<file path="config.mk">
export PLATFORM = sky130hd
export DESIGN_NAME = cdb_arbiter_flat
export DESIGN_NICKNAME = d
export VERILOG_FILES = /design/src/rtl/cdb_arbiter_pkg.sv /design/src/rtl/cdb_arbiter_if.sv /design/src/rtl/cdb_arbiter_rr_priority_pick.sv /design/src/rtl/cdb_arbiter.sv /design/src/flat_wrapper.sv
export SDC_FILE = /design/constraint.sdc
export NUM_CORES = 1
export LEC_CHECK = 0
export ABC_AREA = 1
export CAP_MARGIN = 20
export CORE_MARGIN = 1
export CORE_UTILIZATION = 39
export CTS_BUF_LIST = sky130_fd_sc_hd__clkbuf_4
export CTS_CLUSTER_SIZE = 10
export DETAILED_ROUTE_END_ITERATION = 12
export GPL_TIMING_DRIVEN = 0
export PLACE_DENSITY = 0.86
export REMOVE_ABC_BUFFERS = 1
export SYNTH_ARGS = -nofsm -noshare
export SYNTH_HDL_FRONTEND = slang
export SYNTH_SLANG_ARGS = --single-unit
</file>
<file path="constraint.sdc">
create_clock -name clk -period 2.4 [get_ports clk]
set_clock_uncertainty 0.2 [all_clocks]
set_input_delay 0.36 -clock clk [delete_from_list [all_inputs] [get_ports clk]]
set_output_delay 0.36 -clock clk [all_outputs]
set_load 0.05 [all_outputs]
</file>
<file path="src/rtl/cdb_arbiter_pkg.sv">
// cdb_arbiter_pkg: shared requester ids, widths and the CDB broadcast record
package cdb_arbiter_pkg;
    localparam int NUM_REQ   = 4;
    localparam int DATA_W    = 16;
    localparam int ROB_IDX_W = 4;
    localparam int REQ_ID_W  = $clog2(NUM_REQ);

    typedef logic [REQ_ID_W-1:0] req_id_t;

    localparam req_id_t REQ_FXU0 = 2'd0;
    localparam req_id_t REQ_FXU1 = 2'd1;
    localparam req_id_t REQ_LSU  = 2'd2;
    localparam req_id_t REQ_BR   = 2'd3;

    // one broadcast on the common data bus, as seen by the ROB and reservation stations
    typedef struct packed {
        logic                 valid;
        logic [ROB_IDX_W-1:0] rob_idx;
        logic [DATA_W-1:0]    value;
        req_id_t              src;
    } cdb_rec_t;

    // distance of a ROB entry from the head with 4-bit wrap; smaller means older
    function automatic logic [ROB_IDX_W-1:0] rob_age(
        input logic [ROB_IDX_W-1:0] idx,
        input logic [ROB_IDX_W-1:0] head
    );
        return idx - head;
    endfunction
endpackage

</file>
<file path="src/rtl/cdb_arbiter_if.sv">
// cdb_arbiter_if: requester handshake, ROB control and CDB broadcast signals
interface cdb_arbiter_if;
    import cdb_arbiter_pkg::*;

    logic [NUM_REQ-1:0]           req_valid_flat;
    logic [NUM_REQ*ROB_IDX_W-1:0] req_rob_idx_flat;
    logic [NUM_REQ*DATA_W-1:0]    req_value_flat;
    logic [NUM_REQ-1:0]           req_ready_flat;
    logic [ROB_IDX_W-1:0]         rob_head_idx;
    logic                         rob_ready;
    logic                         flush;
    logic                         cdb_valid;
    logic [ROB_IDX_W-1:0]         cdb_rob_idx;
    logic [DATA_W-1:0]            cdb_value;
    req_id_t                      cdb_src;

    modport master (
        output req_valid_flat, req_rob_idx_flat, req_value_flat, rob_head_idx, rob_ready, flush,
        input  req_ready_flat, cdb_valid, cdb_rob_idx, cdb_value, cdb_src
    );

    modport slave (
        input  req_valid_flat, req_rob_idx_flat, req_value_flat, rob_head_idx, rob_ready, flush,
        output req_ready_flat, cdb_valid, cdb_rob_idx, cdb_value, cdb_src
    );
endinterface

</file>
<file path="src/rtl/cdb_arbiter_rr_priority_pick.sv">
// rr_priority_pick: 4-way rotating-priority picker returning one-hot grant and encoded id
module rr_priority_pick
    import cdb_arbiter_pkg::*;
(
    input  logic [NUM_REQ-1:0] req,
    input  req_id_t            ptr,
    output logic [NUM_REQ-1:0] grant,
    output req_id_t            id,
    output logic               any
);
    req_id_t cand;

    // walk offsets from farthest to nearest so the requester closest to ptr is kept last
    always_comb begin
        id   = ptr;
        cand = ptr;
        for (int k = NUM_REQ - 1; k >= 0; k--) begin
            cand = req_id_t'(ptr + req_id_t'(k));
            if (req[cand]) id = cand;
        end
    end

    assign any   = |req;
    assign grant = any ? (NUM_REQ'(1) << id) : '0;
endmodule

</file>
<file path="src/rtl/cdb_arbiter.sv">
// cdb_arbiter: round-robin result-bus arbiter with ROB backpressure and flush; CDB_AGE_PRIORITY_EN selects oldest-first
module cdb_arbiter
    import cdb_arbiter_pkg::*;
(
    input logic          clk,
    input logic          rst,
    cdb_arbiter_if.slave bus
);
    logic [NUM_REQ-1:0]   req_valid;
    logic [ROB_IDX_W-1:0] req_idx [NUM_REQ];
    logic [DATA_W-1:0]    req_val [NUM_REQ];
    logic [NUM_REQ-1:0]   rr_grant, pick_grant, grant, ready_flat;
    req_id_t              rr_id, pick_id;
    logic                 rr_any, pick_any;
    logic                 slot_free, grant_en, granted;
    cdb_rec_t             cdb_d, cdb_q;
    req_id_t              rr_ptr_d, rr_ptr_q;

    // unpack flat ports: requester 0 occupies the most-significant slice
    always_comb begin
        for (int i = 0; i < NUM_REQ; i++) begin
            req_valid[i] = bus.req_valid_flat[NUM_REQ-1-i];
            req_idx[i]   = bus.req_rob_idx_flat[(NUM_REQ-1-i)*ROB_IDX_W +: ROB_IDX_W];
            req_val[i]   = bus.req_value_flat[(NUM_REQ-1-i)*DATA_W +: DATA_W];
        end
    end

    rr_priority_pick u_rr (
        .req   (req_valid),
        .ptr   (rr_ptr_q),
        .grant (rr_grant),
        .id    (rr_id),
        .any   (rr_any)
    );

`ifdef CDB_AGE_PRIORITY_EN
    logic [ROB_IDX_W-1:0] best_age;
    logic                 unused_rr;

    assign unused_rr = ^{rr_grant, rr_id, rr_any};

    // oldest valid result wins; scanning downward with <= lets the lower id win ties
    always_comb begin
        best_age = '1;
        pick_id  = '0;
        for (int i = NUM_REQ - 1; i >= 0; i--) begin
            if (req_valid[i] && rob_age(req_idx[i], bus.rob_head_idx) <= best_age) begin
                best_age = rob_age(req_idx[i], bus.rob_head_idx);
                pick_id  = req_id_t'(i);
            end
        end
    end

    assign pick_any   = |req_valid;
    assign pick_grant = pick_any ? (NUM_REQ'(1) << pick_id) : '0;
`else
    logic unused_head;

    assign unused_head = ^bus.rob_head_idx;
    assign pick_id     = rr_id;
    assign pick_any    = rr_any;
    assign pick_grant  = rr_grant;
`endif

    assign slot_free = ~cdb_q.valid | bus.rob_ready;
    assign grant_en  = slot_free & ~bus.flush & ~rst;
    assign grant     = grant_en ? pick_grant : '0;
    assign granted   = |grant;

    // ready is the grant itself, repacked with requester 0 in the MSB
    always_comb begin
        for (int i = 0; i < NUM_REQ; i++) ready_flat[NUM_REQ-1-i] = grant[i];
    end

    // flush drops any broadcast and resets fairness; otherwise load the winner or go idle when the slot drains
    always_comb begin
        cdb_d    = cdb_q;
        rr_ptr_d = rr_ptr_q;
        if (bus.flush) begin
            cdb_d.valid = 1'b0;
            rr_ptr_d    = '0;
        end else if (granted) begin
            cdb_d.valid   = 1'b1;
            cdb_d.rob_idx = req_idx[pick_id];
            cdb_d.value   = req_val[pick_id];
            cdb_d.src     = pick_id;
            rr_ptr_d      = req_id_t'(pick_id + 1'b1);
        end else if (slot_free) begin
            cdb_d.valid = 1'b0;
        end
    end

    // output register and round-robin pointer
    always_ff @(posedge clk) begin
        if (rst) begin
            cdb_q    <= '0;
            rr_ptr_q <= '0;
        end else begin
            cdb_q    <= cdb_d;
            rr_ptr_q <= rr_ptr_d;
        end
    end

    assign bus.req_ready_flat = ready_flat;
    assign bus.cdb_valid      = cdb_q.valid;
    assign bus.cdb_rob_idx    = cdb_q.rob_idx;
    assign bus.cdb_value      = cdb_q.value;
    assign bus.cdb_src        = cdb_q.src;
endmodule

</file>
<file path="src/flat_wrapper.sv">
// flat-port wrapper written by rule: the top's interface ports become plain ports
module cdb_arbiter_flat import cdb_arbiter_pkg::*;
  (clk, rst, bus_req_valid_flat, bus_req_rob_idx_flat, bus_req_value_flat, bus_rob_head_idx, bus_rob_ready, bus_flush, bus_req_ready_flat, bus_cdb_valid, bus_cdb_rob_idx, bus_cdb_value, bus_cdb_src);
  cdb_arbiter_if bus_i ();
  input logic clk;
  input logic rst;
  input wire logic [$bits(bus_i.req_valid_flat)-1:0] bus_req_valid_flat;
  input wire logic [$bits(bus_i.req_rob_idx_flat)-1:0] bus_req_rob_idx_flat;
  input wire logic [$bits(bus_i.req_value_flat)-1:0] bus_req_value_flat;
  input wire logic [$bits(bus_i.rob_head_idx)-1:0] bus_rob_head_idx;
  input wire logic [$bits(bus_i.rob_ready)-1:0] bus_rob_ready;
  input wire logic [$bits(bus_i.flush)-1:0] bus_flush;
  output wire logic [$bits(bus_i.req_ready_flat)-1:0] bus_req_ready_flat;
  output wire logic [$bits(bus_i.cdb_valid)-1:0] bus_cdb_valid;
  output wire logic [$bits(bus_i.cdb_rob_idx)-1:0] bus_cdb_rob_idx;
  output wire logic [$bits(bus_i.cdb_value)-1:0] bus_cdb_value;
  output wire logic [$bits(bus_i.cdb_src)-1:0] bus_cdb_src;
  assign bus_i.req_valid_flat = bus_req_valid_flat;
  assign bus_i.req_rob_idx_flat = bus_req_rob_idx_flat;
  assign bus_i.req_value_flat = bus_req_value_flat;
  assign bus_i.rob_head_idx = bus_rob_head_idx;
  assign bus_i.rob_ready = bus_rob_ready;
  assign bus_i.flush = bus_flush;
  assign bus_req_ready_flat = bus_i.req_ready_flat;
  assign bus_cdb_valid = bus_i.cdb_valid;
  assign bus_cdb_rob_idx = bus_i.cdb_rob_idx;
  assign bus_cdb_value = bus_i.cdb_value;
  assign bus_cdb_src = bus_i.cdb_src;
  cdb_arbiter u_core (.clk(clk), .rst(rst), .bus(bus_i));
endmodule
</file>
==> results.ini <==
[outcome]
failed_checks = negative setup slack
status = finished, violations left

[clock_tree]
cts_tree = built
cts.sink_count = 25
clk_latency_ns = 0.33
numCtsBuffers = 3
cts.htree.levels = 1
clk_pin_slew_ns = 0.15
clock_path_buffers = 2
clockRootBuffer = clkbuf_4

[placed_design]
place_ws_ns = -2.00
gp_congestion = 0.872
io_buffers = 114
post-dp-hpwl_microns = 4420

[worst_setup_path]
worst-setup-path-type = flip-flop to output port
critPathLaunchType = flip-flop
crit_required_ns = 1.84
critPathMaxFanout = 8
cp-end-kind = output port
crit_arrival_ns = 2.03

[power]
sw_frac_of_total_pct = 42.9
p_total_mw = 1.54
p_leak_nw = 1.61
p_sw_uw = 660
p_clk_share_pct = 13.9
pwr-share-seq_pct = 30.0
powerDensity_nw_per_um2 = 425
comb_power_share_pct = 56.0
cell_internal_pwr_uw = 879
ir_drop_uv = 215

[cells_and_area]
fin_util_pct = 75.2
area_growth_pct = 82.1
n_fill_cell = 380
layout-drive-gt1-share_pct = 18.0
antennaDiodeCount = 0
area.sequential_sq_um = 508
multi_input_area_sq_um = 1510
nNetsFinal = 575

[synth]
synthMuxAreaShare_pct = 0
synthTopCellsByArea = dfxtp_1 (25%), nor2_1 (18%), nand2_1 (14%)
synth-async-reset-ratio_pct = 0
synth_edf_count = 0
synth.ff_latch_count = 25
synthCells = 356
synth.distinct_cells = 22
yosysSeqAreaShare_pct = 25.1
yosys_warnings = 0
synth-main-ff-cell = dfxtp_1
synth_top_family_by_area = simple AND/OR/NAND/NOR gates
synth_area_sq_um = 1990
synthAdderAreaFrac_pct = 0
synth_top_area_cell = dfxtp_1
yosysMostFrequentCell = nor2_1
synthXorXnorAreaFrac_pct = 0
yosys.area.top_type_share_pct = 25.1
synthSimpleGateAreaFrac_pct = 54.1
synth_compound_area_share_pct = 5.91
ys_top_cells_by_count = nor2_1 (93), nand2_1 (74), nand3_1 (45), inv_1 (37), dfxtp_1 (25)
syn_area_per_cell_sq_um = 5.59

[detailed_routing]
postRouteAntennaNets = 0
avgRoutedWirePerCell_microns = 14.8
vias_per_cell = 5.04
routed_wirelength_microns = 8140
vias = 2769
drtPass1Iterations = 4
drc_errors = 0
initialDrtViolationCount = 183

[grt]
grtUsageTotal_pct = 29.2
grt_max_degree = 24
grt_pass1_wl_microns = 12000
grt_antenna_before_repair = 0
first_global_vias = 2624
overflow = 0

[floorplanning]
die_x_microns = 73.4
ios = 119
die_area_sq_um = 5390
row_count = 25
initial_core_util_pct = 41.3
core_region_area_sq_um = 4820
die_height_microns = 73.4

[worst_hold_path]
hold_path.class = flip-flop to flip-flop

[timing]
fin_ws_ns = -0.192
finalCritPeriodShare_pct = 108
worst_pin_slew_ns = 0.875
finalSetupViolations = 4
finalSetupTns_ns = -0.447
max_freq_mhz = 386
rsz0062_at_grt = yes
min_period_ns = 2.59
drv_slew = 0
hold_viol_final = 0
relSlewSlack_pct = 41.6

[job]
cap_violations = 0

layer usage:
layer  routed length [microns]  vias to the layer above  GRT usage, %
met5                         0                        -             0
met4                       240                        0          12.0
met3                       719                       24          5.62
met2                      4040                      131          53.7
met1                      3130                     1221          32.6
li1                          -                     1393             -
power groups by stage:
stage	Combinational [mW]	Sequential [mW]	Clock [mW]
6_report	0.862	0.462	0.214
3_5_place_dp	0.680	0.472	0
2_1_floorplan	0.291	0.574	0
3_3_place_gp	0.666	0.470	0
4_1_cts	0.824	0.462	0.219
5_1_grt	0.917	0.466	0.234
flip-flops by register name (all words and copies together) (netlist names):
name and flops:
u_core.bus.cdb_value 16, u_core.bus.cdb_rob_idx 4, u_core.bus.cdb_src 2, u_core.rr_ptr_q 2, u_core.bus.cdb_valid 1
final timing paths:
kind	start	end	slack (ns)	depth (start not counted)
worst max-delay path	u_core.rr_ptr_q[0]	bus_req_ready_flat[1]	-0.19	13
worst min-delay path	u_core.bus.cdb_src[1]	u_core.bus.cdb_src[1]	0.31	2
worst max register to register	u_core.rr_ptr_q[0]	u_core.bus.cdb_value[10]	0.15	16
worst min register to register	u_core.bus.cdb_src[1]	u_core.bus.cdb_src[1]	0.31	2
critical path, stage by stage (launching register included):
cell        delay (ns)
dfxtp_4           0.46
inv_8             0.07
nand2_4           0.06
nand2_4           0.06
nand2_4           0.10
nand2_4           0.05
inv_4             0.05
nor2_4            0.04
nor2_4            0.20
clkinvlp_4        0.16
nor2_1            0.13
nand2_1           0.09
inv_1             0.07
buf_6             0.15
per-stage QoR:
| stage | hold WS [ns] | instances | instance area [sq um] |
|---|---|---|---|
| 2_1_floorplan | 0.239 | 334 | 1850 |
| 3_3_place_gp | 0.282 | 515 | 3080 |
| 3_5_place_dp | 0.293 | 515 | 3090 |
| 4_1_cts | 0.313 | 548 | 3530 |
| 5_1_grt | 0.340 | 549 | 3620 |
| 6_report | 0.310 | 549 | 3620 |
cells in the final DEF (no fill, tap or decap), types with 5 or more instances in the layout:
cell               n
nand3_1           42
nand2_8            5
nand2_4           11
buf_4             23
nor2_1            86
o21ai_0           21
nand4_1           20
nor2_4             7
inv_2              5
nand2_2            8
nand2_1           58
nor2_2             5
inv_1             32
dfxtp_1           23
clkdlybuf4s50_1  106
kinds of logic (layout without fill, tap and decap cells):
family	count (synthesis)	in the layout
and+or+nand+nor	245	251
DFF	25	25
buffers and inverters	63	183
AOI/OAI and AO/OA	23	23
layout make-up:
type	count	area share, %
well taps	67	2.31
inverters	41	4.76
repair buffers	137	36.2
multi-input cells	274	41.6
flip-flops and latches	25	14.0
repair inverters	1	0.207
clock buffers	4	0.828
what timing repair did:
| action | in CTS | in global routing |
|---|---|---|
| resized for setup | 79 | 24 |
| cloned | 7 | 0 |
| pin swaps | 21 | 11 |
| setup endpoints to repair | 28 | 22 |
| buffers inserted | 22 | 1 |
| hold buffers | 0 | 0 |
Note: power is estimated with default switching activity, not from simulation.
